--- src/rtl/swatt_session_ctrl.sv ---
// Sequences SW-Att sessions running from SMEM and requests an MCU reset on any session violation.
// Define SWATT_TIMEOUT_EN to add a session timer that kills sessions reaching TIMEOUT cycles.
module swatt_session_ctrl #(
    parameter logic [15:0]      SMEM_BASE     = 16'hE000,
    parameter logic [15:0]      SMEM_SIZE     = 16'h1000,
    parameter logic [15:0]      SMEM_EXIT     = SMEM_BASE + SMEM_SIZE - 16'd2,
    parameter logic [15:0]      RESET_HANDLER = 16'hFFFE,
    parameter int unsigned      CTR_W         = 16,
    parameter int unsigned      TMR_W         = 20,
    parameter logic [TMR_W-1:0] TIMEOUT       = 20'd1000000
) (
    input  logic             clk,
    input  logic             reset,
    input  logic [15:0]      pc,
    input  logic             irq,
    input  logic             dma_en,
    output logic             kill,
    output logic             in_att,
    output logic             att_done,
    output logic [CTR_W-1:0] att_count
);

    typedef enum logic [1:0] {StIdle, StAtt, StKill} state_e;

    state_e           state_q, state_d;
    logic [15:0]      prev_pc_q;
    logic [CTR_W-1:0] att_count_q, att_count_d;
    logic             att_done_q, att_done_d;
    logic             in_smem;
    logic             timeout_hit;
    logic             violation;

    assign in_smem = (pc >= SMEM_BASE) && (pc <= SMEM_EXIT);

`ifdef SWATT_TIMEOUT_EN
    logic [TMR_W-1:0] timer_q, timer_d;

    assign timeout_hit = (timer_q == TMR_W'(TIMEOUT - 1'b1));

    // Held at zero outside a session so entry always starts a fresh count.
    always_comb begin
        timer_d = timer_q;
        if (state_q != StAtt) begin
            timer_d = '0;
        end else if (!violation) begin
            timer_d = timer_q + TMR_W'(1);
        end
    end

    always_ff @(posedge clk) begin
        if (reset) begin
            timer_q <= '0;
        end else begin
            timer_q <= timer_d;
        end
    end
`else
    logic unused_timeout;

    assign unused_timeout = ^TIMEOUT;
    assign timeout_hit    = 1'b0;
`endif

    always_comb begin
        state_d     = state_q;
        att_count_d = att_count_q;
        att_done_d  = 1'b0;
        violation   = 1'b0;
        unique case (state_q)
            StIdle: begin
                if (in_smem) begin
                    if (pc == SMEM_BASE && !dma_en) begin
                        state_d = StAtt;
                    end else begin
                        violation = 1'b1;
                        state_d   = StKill;
                    end
                end
            end
            StAtt: begin
                // Leaving SMEM is legal only right after the exit instruction.
                if (!in_smem) begin
                    if (prev_pc_q == SMEM_EXIT) begin
                        state_d    = StIdle;
                        att_done_d = 1'b1;
                        if (att_count_q != {CTR_W{1'b1}}) begin
                            att_count_d = att_count_q + CTR_W'(1);
                        end
                    end else begin
                        violation = 1'b1;
                        state_d   = StKill;
                    end
                end else if (irq || dma_en || timeout_hit) begin
                    violation = 1'b1;
                    state_d   = StKill;
                end
            end
            StKill: begin
                if (pc == RESET_HANDLER) begin
                    state_d = StIdle;
                end
            end
            default: state_d = StIdle;
        endcase
    end

    always_ff @(posedge clk) begin
        if (reset) begin
            state_q     <= StIdle;
            prev_pc_q   <= 16'h0000;
            att_count_q <= '0;
            att_done_q  <= 1'b0;
        end else begin
            state_q     <= state_d;
            prev_pc_q   <= pc;
            att_count_q <= att_count_d;
            att_done_q  <= att_done_d;
        end
    end

    assign kill      = violation || (state_q == StKill && pc != RESET_HANDLER);
    assign in_att    = (state_q == StAtt);
    assign att_done  = att_done_q;
    assign att_count = att_count_q;

endmodule
--- config.mk ---
export PLATFORM = sky130hd
export DESIGN_NAME = swatt_session_ctrl
export DESIGN_NICKNAME = d
export VERILOG_FILES = /design/src/rtl/swatt_session_ctrl.sv
export SDC_FILE = /design/constraint.sdc
export NUM_CORES = 1
export LEC_CHECK = 0
export ABC_AREA = 1
export CORE_MARGIN = 4
export CORE_UTILIZATION = 39
export DETAILED_ROUTE_END_ITERATION = 16
export PLACE_DENSITY = 0.71
export SETUP_SLACK_MARGIN = 0.02
export SYNTH_ARGS = -nofsm -noshare
export SYNTH_HDL_FRONTEND = slang
export SYNTH_SLANG_ARGS = --single-unit
--- constraint.sdc ---
create_clock -name clk -period 2 [get_ports clk]
set_clock_uncertainty 0.1 [all_clocks]
set_input_delay 0.6 -clock clk [delete_from_list [all_inputs] [get_ports clk]]
set_output_delay 0.6 -clock clk [all_outputs]
set_load 0.02 [all_outputs]
==> results.yml <==
synthesis:
  synth_seq_cells: 35
  synthCells: 270
  synthDistinctLibCells: 31
  synth-main-ff-cell: "dfxtp_1"
  syn-num-nets: 291
  ys_warn_count: 0
  async_reset_ff_share_pct: 0
  synth_edf_count: 0
  synth.avg_cell_area_um2: 7.21
  yosysSeqAreaShare_pct: 36.0
  syn_area_um2: 1950
timing:
  fin_crit_ps: 2230
  tightestPinTransition_ps: 277
  layout_worst_path_cycle_share_pct: 111
  setup_viol: 1
  rsz0062_at_grt: "yes"
  fin_ws_ps: -228
  finalHoldViolCount: 0
  slew_headroom_pct: 81.4
  tns_ps: -228
  max_freq_ghz: 0.449
  finalMaxSlewViolations: 0
layout:
  drive_above_1_share_pct: 36.5
  layout_common_cells: "43 x nor2_1, 39 x nand2_1, 38 x buf_4"
  stdcell_count: 420
  area_delta_synth_final_pct: 47.4
  fin_util_pct: 59.9
  nNetsFinal: 374
  antennaDiodeCount: 0
  layout_commonest_cell: "nor2_1"
  final_area_um2: 2870
clocking:
  clkSinkCount: 35
  clk_latency_ps: 290
  cts_buffer_depth: 2
  cts-htree-levels: 2
  cts_root_buf: "clkbuf_8"
  numCtsBuffers: 5
  path_clk_slew_ps: 70
  cts_tree: "built"
setup_path:
  required_ps: 1300
  worstPathCellList: "buf_6 > inv_4 > nand2_4 > nor2_4 > inv_2 > nor2_1 > nand3_1 > nand3_2 > nand3_2 > buf_6"
  critical_path_class: "in -> out"
  cp-start-kind: "primary input"
  reg2reg_from: "att_count[1]$_SDFFE_PP0P_"
  critPathBufInv: 4
  path_depth: 10
  rrSetupSlack_ps: 230
  path_max_fanout: 3
  path_delay_family: "simple AND/OR/NAND/NOR gates"
  crit_arrival_ps: 1530
  timing.critical_path.to: "kill"
  cpMaxStageDelayCell: "buf_6"
  cp-end-kind: "output pin"
  r2r-end: "att_count[1]$_SDFFE_PP0P_"
  reg2regPathDepth: 9
  slowest_delay_ps: 140
  startpoint: "pc[12]"
global_routing:
  grt_pass1_wl_um: 8590
  groute.usage.overall_pct: 17.5
  grt.overflow.total: 0
  grt_antenna_before_repair: 0
  grt_pass1_vias: 1980
  grt_max_degree: 32
floorplan:
  die_h_um: 78.6
  start_util_pct: 40.7
  pin_count: 39
  coreArea_um2: 4790
  rows: 25
  die_x_um: 78.6
  die-area_um2: 6180
detailed_routing:
  routedWlPerCell_um: 11.8
  vias: 1988
  drtIter0Drc: 144
  routed_wl_um: 4940
  final_antenna_net_count: 0
  dr.pass1.iters: 4
  avgViaCountPerCell: 4.73
  drc: 0
power:
  leakage_nw: 1.32
  powerDensity_nw_per_um2: 492
  peakVddDrop_uv: 365
place:
  dpl_cell_area_um2: 2740
  hpwl_um: 3620
  io_buffers: 38
  dp.cells: 409
  gp_congestion: 0.922
job:
  maxCapViolations: 0
run_status:
  violations: "setup timing"
  status: "complete, but fails checks"
hold_path:
  hp-class: "reg -> reg"
[Yosys cell counts (2+ instances only)]
| cell | number | area share (%) |
|---|---|---|
| o21ai_0 | 13 | 3.3 |
| nand2_4 | 4 | 2.3 |
| nor2_2 | 3 | 0.96 |
| nand2_1 | 46 | 8.9 |
| xor2_1 | 7 | 3.2 |
| nor3_1 | 4 | 1.0 |
| xnor2_1 | 5 | 2.3 |
| nand2_2 | 11 | 3.5 |
| nand3_1 | 17 | 4.4 |
| nand3_2 | 3 | 1.5 |
| nand4_1 | 6 | 1.9 |
| dfxtp_1 | 35 | 36 |
| inv_1 | 33 | 6.4 |
| clkbuf_1 | 2 | 0.39 |
| o21ai_1 | 3 | 0.77 |
| nor2_1 | 49 | 9.5 |
| a21oi_1 | 7 | 1.8 |
| a21oi_2 | 8 | 3.6 |
| nor2_8 | 2 | 2.1 |
[where the power goes]
part	switching [W]	total, W	internal, W	leakage, nW
registers	0.00000592	0.000721	0.000715	0.287
clock network	0.000257	0.000527	0.000270	0.0470
logic	0.0000809	0.000164	0.0000828	0.990
total	0.000344	0.00141	0.00107	1.32
[through the flow]
step           power (W)  setup WS, ps  hold slack [ps]
5_1_grt          0.00147          -277              444
3_5_place_dp    0.000888         -1100              432
3_3_place_gp    0.000885         -1060              426
2_1_floorplan   0.000789          21.5              412
4_1_cts          0.00142          -185              422
6_report         0.00141          -228              425
[flip-flops by register name, summed over array words and instances (netlist names)]
register,count
att_done,1
prev_pc_q,16
att_count,16
state_q,2
[routing by layer]
layer	GRT usage, %	vias up	wire length (um)
met2	30.5	58	2400
met5	0	-	0
li1	-	1022	-
met4	7.52	0	106
met1	20.8	896	2170
met3	3.44	12	272
[worst min path at each step]
stage | from | cells past startpoint | end | slack (ps)
final | att_count[0]$_SDFFE_PP0P_ | 2 | att_count[0]$_SDFFE_PP0P_ | 430
after global routing | pc[4] | 3 | prev_pc_q[4]$_SDFF_PP0_ | 440
after CTS | pc[7] | 3 | prev_pc_q[7]$_SDFF_PP0_ | 420
after detailed placement | att_count[6]$_SDFFE_PP0P_ | 2 | att_count[6]$_SDFFE_PP0P_ | 430
after global placement | att_count[13]$_SDFFE_PP0P_ | 2 | att_count[13]$_SDFFE_PP0P_ | 430
after floorplan | prev_pc_q[4]$_SDFF_PP0_ | 4 | att_done$_SDFF_PP0_ | 410
[worst min-delay path: cells and delay by family (launching register included)]
kind | cells | cell delay, ps
DFF | 1 | 350
and+or+nand+nor | 2 | 150
[logic make-up after synthesis]
logic type,after synthesis,share of synthesized area [%]
compound gates,32,9.90
simple gates,151,39.2
buf+inv,39,8.81
fa+ha+maj,1,0.643
xor+xnor,12,5.40
flops,35,36.0
[final cells by class]
cell class / count / area, um^2
Fill cell: 433 / 1920
Multi-Input combinational cell: 196 / 1160
Timing Repair Buffer: 82 / 707
Sequential cell: 35 / 703
Inverter: 33 / 126
Tap cell: 67 / 83.8
Clock buffer: 6 / 82.6
Clock inverter: 1 / 5.00
[what timing repair did]
action,4_1_cts,5_1_grt
setup endpoints to repair,32,4
hold buffers,0,0
pin swaps,27,4
buffers inserted,4,0
resized for setup,122,7
Note: power is estimated with default switching activity, not from simulation.
